[src/rtl/eeprom_access.sv]
// I2C EEPROM access controller: random reads and page-split writes driven
// through the byte-level i2c_master handshake.
module eeprom_access #(
  parameter int ADDR_BYTES    = 2,
  parameter int PAGE_BYTES    = 64,
  parameter int WR_CYCLE_CLKS = 500000
) (
  input  logic                    clk,
  input  logic                    reset,
  input  logic [6:0]              slave_addr,
  input  logic [8*ADDR_BYTES-1:0] mem_addr,
  input  logic [7:0]              nbytes,
  input  logic                    op_write,
  input  logic                    start,
  output logic                    busy,
  output logic                    done,
  output logic                    err,
  input  logic [7:0]              wr_data,
  input  logic                    wr_data_valid,
  output logic                    wr_data_ready,
  output logic [7:0]              rd_data,
  output logic                    rd_valid,
  output logic [6:0]              i2c_slave_addr,
  output logic                    i2c_rw,
  output logic [7:0]              i2c_write_data,
  output logic [7:0]              i2c_nbytes,
  input  logic [7:0]              i2c_read_data,
  input  logic                    i2c_tx_data_req,
  input  logic                    i2c_rx_data_ready,
  output logic                    i2c_start
);

  localparam int AW  = 8 * ADDR_BYTES;
  localparam int WCW = (WR_CYCLE_CLKS > 1) ? $clog2(WR_CYCLE_CLKS) : 1;
  localparam logic [7:0] AB8 = 8'(ADDR_BYTES);
  localparam logic [WCW-1:0] WC_LAST = WCW'(WR_CYCLE_CLKS - 1);

  typedef enum logic [3:0] {
    IDLE, CHECK, R_START, R_ADDR, R_REP, R_DATA,
    W_START, W_ADDR, W_DATA, W_CYCLE
  } state_t;

  state_t         state;
  logic [AW-1:0]  addr_q;
  logic [AW-1:0]  addr_sh;
  logic [7:0]     nbytes_q;
  logic [7:0]     rem_q;
  logic [7:0]     chunk_q;
  logic [7:0]     cnt;
  logic [WCW-1:0] wcnt;
  logic           op_write_q;
  logic           tx_armed;
  logic           rx_armed;
  logic           underrun;
  logic [7:0]     wdata_q;

  logic [7:0] page_off;
  logic [8:0] room;
  logic [7:0] chunk_c;
  logic [7:0] wr_byte;
  logic       tx_fire;
  logic       rx_fire;

  // Bytes left in the current page, capped by what the caller still wants.
  always_comb begin
    page_off = addr_q[7:0] & 8'(PAGE_BYTES - 1);
    room     = 9'(PAGE_BYTES) - {1'b0, page_off};
    chunk_c  = ({1'b0, rem_q} < room) ? rem_q : room[7:0];
  end

  assign wr_byte        = wr_data_valid ? wr_data : 8'hFF;
  assign i2c_write_data = wr_data_ready ? wr_byte : wdata_q;
  assign tx_fire        = i2c_tx_data_req && tx_armed;
  assign rx_fire        = i2c_rx_data_ready && rx_armed;

  always_ff @(posedge clk or negedge reset) begin
    if (!reset) begin
      state          <= IDLE;
      addr_q         <= '0;
      addr_sh        <= '0;
      nbytes_q       <= '0;
      rem_q          <= '0;
      chunk_q        <= '0;
      cnt            <= '0;
      wcnt           <= '0;
      op_write_q     <= 1'b0;
      tx_armed       <= 1'b0;
      rx_armed       <= 1'b0;
      underrun       <= 1'b0;
      wdata_q        <= '0;
      busy           <= 1'b0;
      done           <= 1'b0;
      err            <= 1'b0;
      wr_data_ready  <= 1'b0;
      rd_data        <= '0;
      rd_valid       <= 1'b0;
      i2c_slave_addr <= '0;
      i2c_rw         <= 1'b0;
      i2c_nbytes     <= '0;
      i2c_start      <= 1'b0;
    end else begin
      done          <= 1'b0;
      err           <= 1'b0;
      rd_valid      <= 1'b0;
      wr_data_ready <= 1'b0;
      // A request level must be seen low before another byte is serviced.
      if (!i2c_tx_data_req)   tx_armed <= 1'b1;
      if (!i2c_rx_data_ready) rx_armed <= 1'b1;
      if (wr_data_ready) begin
        wdata_q <= wr_byte;
        if (!wr_data_valid) underrun <= 1'b1;
      end

      case (state)
        IDLE: begin
          if (start) begin
            addr_q         <= mem_addr;
            nbytes_q       <= nbytes;
            rem_q          <= nbytes;
            op_write_q     <= op_write;
            i2c_slave_addr <= slave_addr;
            underrun       <= 1'b0;
            busy           <= 1'b1;
            state          <= CHECK;
          end
        end
        CHECK: begin
          if (nbytes_q == 8'd0) begin
            done  <= 1'b1;
            err   <= 1'b1;
            busy  <= 1'b0;
            state <= IDLE;
          end else if (op_write_q) begin
            i2c_rw     <= 1'b0;
            i2c_nbytes <= AB8 + chunk_c;
            chunk_q    <= chunk_c;
            addr_sh    <= addr_q;
            cnt        <= '0;
            i2c_start  <= 1'b1;
            state      <= W_START;
          end else begin
            i2c_rw     <= 1'b0;
            i2c_nbytes <= AB8;
            addr_sh    <= addr_q;
            cnt        <= '0;
            i2c_start  <= 1'b1;
            state      <= R_START;
          end
        end
        R_START: state <= R_ADDR;
        R_ADDR: begin
          if (tx_fire && cnt < AB8) begin
            tx_armed <= 1'b0;
            wdata_q  <= addr_sh[AW-1 -: 8];
            addr_sh  <= addr_sh << 8;
            cnt      <= cnt + 8'd1;
          end else if (cnt == AB8 && !i2c_tx_data_req) begin
            i2c_rw     <= 1'b1;
            i2c_nbytes <= nbytes_q;
            state      <= R_REP;
          end
        end
        R_REP: begin
          cnt   <= '0;
          state <= R_DATA;
        end
        R_DATA: begin
          if (rx_fire) begin
            rx_armed <= 1'b0;
            rd_data  <= i2c_read_data;
            rd_valid <= 1'b1;
            cnt      <= cnt + 8'd1;
            if (cnt + 8'd1 == nbytes_q) begin
              i2c_start <= 1'b0;
              done      <= 1'b1;
              busy      <= 1'b0;
              state     <= IDLE;
            end
          end
        end
        W_START: state <= W_ADDR;
        W_ADDR: begin
          if (tx_fire) begin
            tx_armed <= 1'b0;
            wdata_q  <= addr_sh[AW-1 -: 8];
            addr_sh  <= addr_sh << 8;
            if (cnt == AB8 - 8'd1) begin
              cnt   <= '0;
              state <= W_DATA;
            end else begin
              cnt <= cnt + 8'd1;
            end
          end
        end
        W_DATA: begin
          if (tx_fire && cnt < chunk_q) begin
            tx_armed      <= 1'b0;
            wr_data_ready <= 1'b1;
            cnt           <= cnt + 8'd1;
          end else if (cnt == chunk_q && !i2c_tx_data_req && !wr_data_ready) begin
            // Advance to the next chunk now so W_CYCLE can size it in advance.
            i2c_start <= 1'b0;
            addr_q    <= addr_q + AW'(chunk_q);
            rem_q     <= rem_q - chunk_q;
            wcnt      <= '0;
            state     <= W_CYCLE;
          end
        end
        W_CYCLE: begin
          if (wcnt == WC_LAST) begin
            if (rem_q != 8'd0) begin
              i2c_rw     <= 1'b0;
              i2c_nbytes <= AB8 + chunk_c;
              chunk_q    <= chunk_c;
              addr_sh    <= addr_q;
              cnt        <= '0;
              i2c_start  <= 1'b1;
              state      <= W_START;
            end else begin
              done  <= 1'b1;
              err   <= underrun;
              busy  <= 1'b0;
              state <= IDLE;
            end
          end else begin
            wcnt <= wcnt + WCW'(1);
          end
        end
        default: state <= IDLE;
      endcase
    end
  end

endmodule

[config.mk]
export PLATFORM = sky130hd
export DESIGN_NAME = eeprom_access
export DESIGN_NICKNAME = d
export VERILOG_FILES = /design/src/rtl/eeprom_access.sv
export SDC_FILE = /design/constraint.sdc
export NUM_CORES = 1
export LEC_CHECK = 0
export CAP_MARGIN = 20
export CORE_ASPECT_RATIO = 0.8
export CORE_MARGIN = 2
export CORE_UTILIZATION = 35
export DETAILED_ROUTE_END_ITERATION = 8
export MAX_ROUTING_LAYER = met4
export PLACE_DENSITY = 0.6
export SYNTH_ARGS = -nofsm -noshare
export SYNTH_HDL_FRONTEND = slang
export SYNTH_SLANG_ARGS = --single-unit
[constraint.sdc]
create_clock -name clk -period 2.65 [get_ports clk]
set_input_delay 0.3975 -clock clk [delete_from_list [all_inputs] [get_ports clk]]
set_output_delay 0.3975 -clock clk [all_outputs]
set_load 0.02 [all_outputs]
==> flow_metrics.py <==
metrics = {
    "timing": {
        "skew_ns": 0.0160,
        "hold_viol": 0,
        "max_freq_mhz": 334,
        "hold-worst-slack_ns": 0.479,
        "fin_crit_sh_pct": 113,
        "worstMarginPinSlew_ns": 0.701,
        "layout_setup_ws_ns": -0.343,
        "setup_tns_ns": -2.17,
        "setup_violations": 12,
        "slew_violations": 0,
        "rsz0062_at_grt": "true",
        "period_minus_slack_ns": 2.99,
        "slew-limit-headroom_pct": 52.8,
    },
    "flow_run": {
        "drv_cap": 0,
    },
    "routing": {
        "avgRoutedWirePerCell_um": 17.6,
        "vias_per_cell": 5.36,
        "ant_nets": 0,
        "drt-total-wl_um": 23400,
        "vias": 7116,
        "drt_iter0_markers": 503,
        "drt_drc_violations_left": 0,
        "dr.pass1.iters": 5,
    },
    "power_and_ir_drop": {
        "clock_power_share_pct": 15.9,
        "p_leak_uw": 0.00463,
        "pwr-share-seq_pct": 24.3,
        "power_density_mw_per_mm2": 1340,
        "p_sw_uw": 6100,
        "p_int_uw": 8250,
        "p_sw_share_pct": 42.5,
        "peakVddDrop_mv": 0.559,
        "p_comb_share_pct": 59.7,
    },
    "logic_synthesis": {
        "synth-edff-count": 0,
        "synth-seq-area-share_pct": 42.6,
        "synth_area_mm2": 0.00757,
        "async_flop_share_pct": 100,
        "yosysWarnings": 0,
        "ys.flop_type": "dfrtp_1",
        "synth_nets": 929,
        "syn_area_per_cell_um2": 9.02,
        "ys_types": 68,
        "ys_ff_latch": 129,
        "synth_cells": 839,
    },
    "layout": {
        "mostFrequentLayoutCell": "dfrtp_1",
        "diodes": 0,
        "synthToLayoutAreaGrowth_pct": 41.8,
        "design_area_mm2": 0.0107,
        "nets": 1130,
        "final_cell_mix": "dfrtp_1, buf_4, clkdlybuf4s50_1",
        "fin_util_pct": 50.2,
        "layout-drive-gt1-share_pct": 27.6,
    },
    "die": {
        "die-area_mm2": 0.0228,
        "rows": 48,
        "chipWidth_um": 168,
        "core-area_mm2": 0.0214,
        "initial_utilization_pct": 35.4,
        "num_io_pins": 92,
        "die_h_um": 136,
    },
    "placed_design": {
        "dp_hpwl_um": 16600,
        "place_area_mm2": 0.00949,
        "gp_congestion": 0.913,
        "port-buffer-count": 91,
    },
    "global_route": {
        "gr-usage-all-layers_pct": 21.2,
        "grt_max_degree": 62,
        "grt_overflow": 0,
        "grt_antenna_before_repair": 0,
        "grt_pass1_wl_um": 36900,
        "grt_pass1_vias": 6900,
    },
    "clocking": {
        "clk_pin_slew_worst_paths_ns": 0.07,
        "cts_buffer_depth": 2,
        "clkLatencyLatePin_ns": 0.44,
        "cts_buffers": 17,
        "cts_root_buffer": "clkbuf_16",
        "htree_levels": 4,
        "cts_tree": "yes",
        "clock-sinks": 129,
    },
    "worst_setup_path": {
        "startpoint": "addr_q[1]",
        "required_ns": 2.96,
        "reg2reg_from": "addr_q[1]",
        "cp-start-kind": "register",
        "arrival_ns": 3.30,
        "endpoint_kind": "register",
        "worst-setup-path-type": "reg -> reg",
        "path_max_fanout": 4,
    },
    "outcome": {
        "violations": "negative setup slack",
        "outcome": "finished with violations",
    },
    "min_path": {
        "holdCritPathClass": "reg -> reg",
        "hold_path_startpoint": "rx_armed",
    },
}
[path summary, 6_finish.rpt]
kind | endpoint | slack (ns) | cells after the start
worst max-delay path | i2c_nbytes[5] | -0.34 | 15
worst max register to register | i2c_nbytes[5] | -0.34 | 15
max in group asynchronous | cnt[0] | 1.41 | 3
worst min-delay path | rx_armed | 0.48 | 2
worst min register to register | rx_armed | 0.48 | 2
min in group asynchronous | addr_q[4] | 0.52 | 2
[logic make-up (layout without fill, tap and decap cells)]
logic type / Yosys count / in the layout / share of synthesized area (%)
AND/OR/NAND/NOR: 296 / 296 / 19.0
adder cells (fa/ha/maj): 36 / 36 / 6.15
multiplexers: 39 / 39 / 5.77
XOR/XNOR: 40 / 40 / 4.63
AO/OA/AOI/OAI: 220 / 220 / 17.8
flip-flops: 129 / 129 / 42.6
buffers and inverters: 79 / 293 / 4.03
[layer usage]
| metal | vias to the layer above | share of wire [%] | wire length (um) | GRT usage (%) |
|---|---|---|---|---|
| met5 | - | 0 | 0 | - |
| met4 | 0 | 1.1 | 251 | 3.88 |
| met3 | 21 | 5.6 | 1320 | 5.08 |
| met2 | 196 | 45 | 10500 | 31.4 |
| met1 | 3489 | 48 | 11300 | 29.9 |
| li1 | 3410 | - | - | - |
[power groups by stage]
stage | clock network [uW] | logic, uW | registers, uW
2_1_floorplan | 0 | 4120 | 3490
3_3_place_gp | 0 | 6930 | 3450
3_5_place_dp | 0 | 6990 | 3470
5_1_grt | 2420 | 9330 | 3600
6_report | 2290 | 8580 | 3490
4_1_cts | 2340 | 7500 | 3450
[synth_stat cells (all sizes together) (3+ instances only)]
cell       n  area share [%]
or3        5            0.48
buf        9            0.56
nor2      84             4.2
o21ai     67             4.6
a21oi     69             4.6
nand3     42             2.8
o31ai      9             1.0
nand2b     7            0.58
o21a       3            0.30
ha        34             5.6
nor2b     13             1.1
inv       41             2.0
mux2      37             5.5
nor3      20             1.6
a31oi     12            0.99
nor4       3            0.25
a211oi     7            0.69
o211ai     4            0.40
o22ai     14             1.2
clkbuf    29             1.4
dfrtp    129              43
or2       10            0.83
xor2      15             1.7
nand4      4            0.33
nand2     76             3.8
or4        5            0.50
a21o       5            0.50
xnor2     25             2.9
o22a       8            0.93
and3      15             1.2
a2bb2oi    3            0.35
[per-stage QoR]
stage	worst slack (ns)	total power, uW	cells
after floorplan	-0.0954	7600	839
after global placement	-0.113	10400	1267
after detailed placement	-0.259	10500	1267
after CTS	-0.147	13300	1313
after global routing	-0.452	15300	1328
final	-0.343	14400	1328
[repair_timing]
| action | in CTS | in global routing |
|---|---|---|
| hold buffers | 1 | 0 |
| hold endpoints to repair | 59 | 0 |
| buffers inserted | 13 | 17 |
| resized for setup | 19 | 77 |
| pin swaps | 7 | 27 |
| setup endpoints to repair | 14 | 39 |
[cell type report]
type / count / area, um^2
fillers: 1963 / 10600
multi-input cells: 631 / 4520
flip-flops and latches: 129 / 3230
repair buffers: 220 / 1930
clock buffers: 17 / 425
well taps: 275 / 344
inverters: 41 / 156
clock inverters: 15 / 136
[flip-flops by register name (all words and copies together) (netlist names), 4 cells and up]
signal,cells
i2c_nbytes,8
wdata_q,8
state,4
nbytes_q,8
cnt,8
i2c_slave_addr,7
wcnt,19
chunk_q,8
addr_q,16
rem_q,8
addr_sh,16
rd_data,8
[critical path, cell delays in order (launching register included)]
cell      delay, ns
dfrtp_1        0.40
buf_4          0.15
nor3_2         0.22
xnor2_1        0.19
inv_1          0.12
ha_2           0.34
o21a_1         0.17
o31ai_4        0.10
a21oi_4        0.21
nor2_4         0.08
o21ai_4        0.19
ha_4           0.16
inv_4          0.03
a211oi_2       0.20
xor2_1         0.19
o211ai_1       0.10
(Power assumes the default switching activity.)
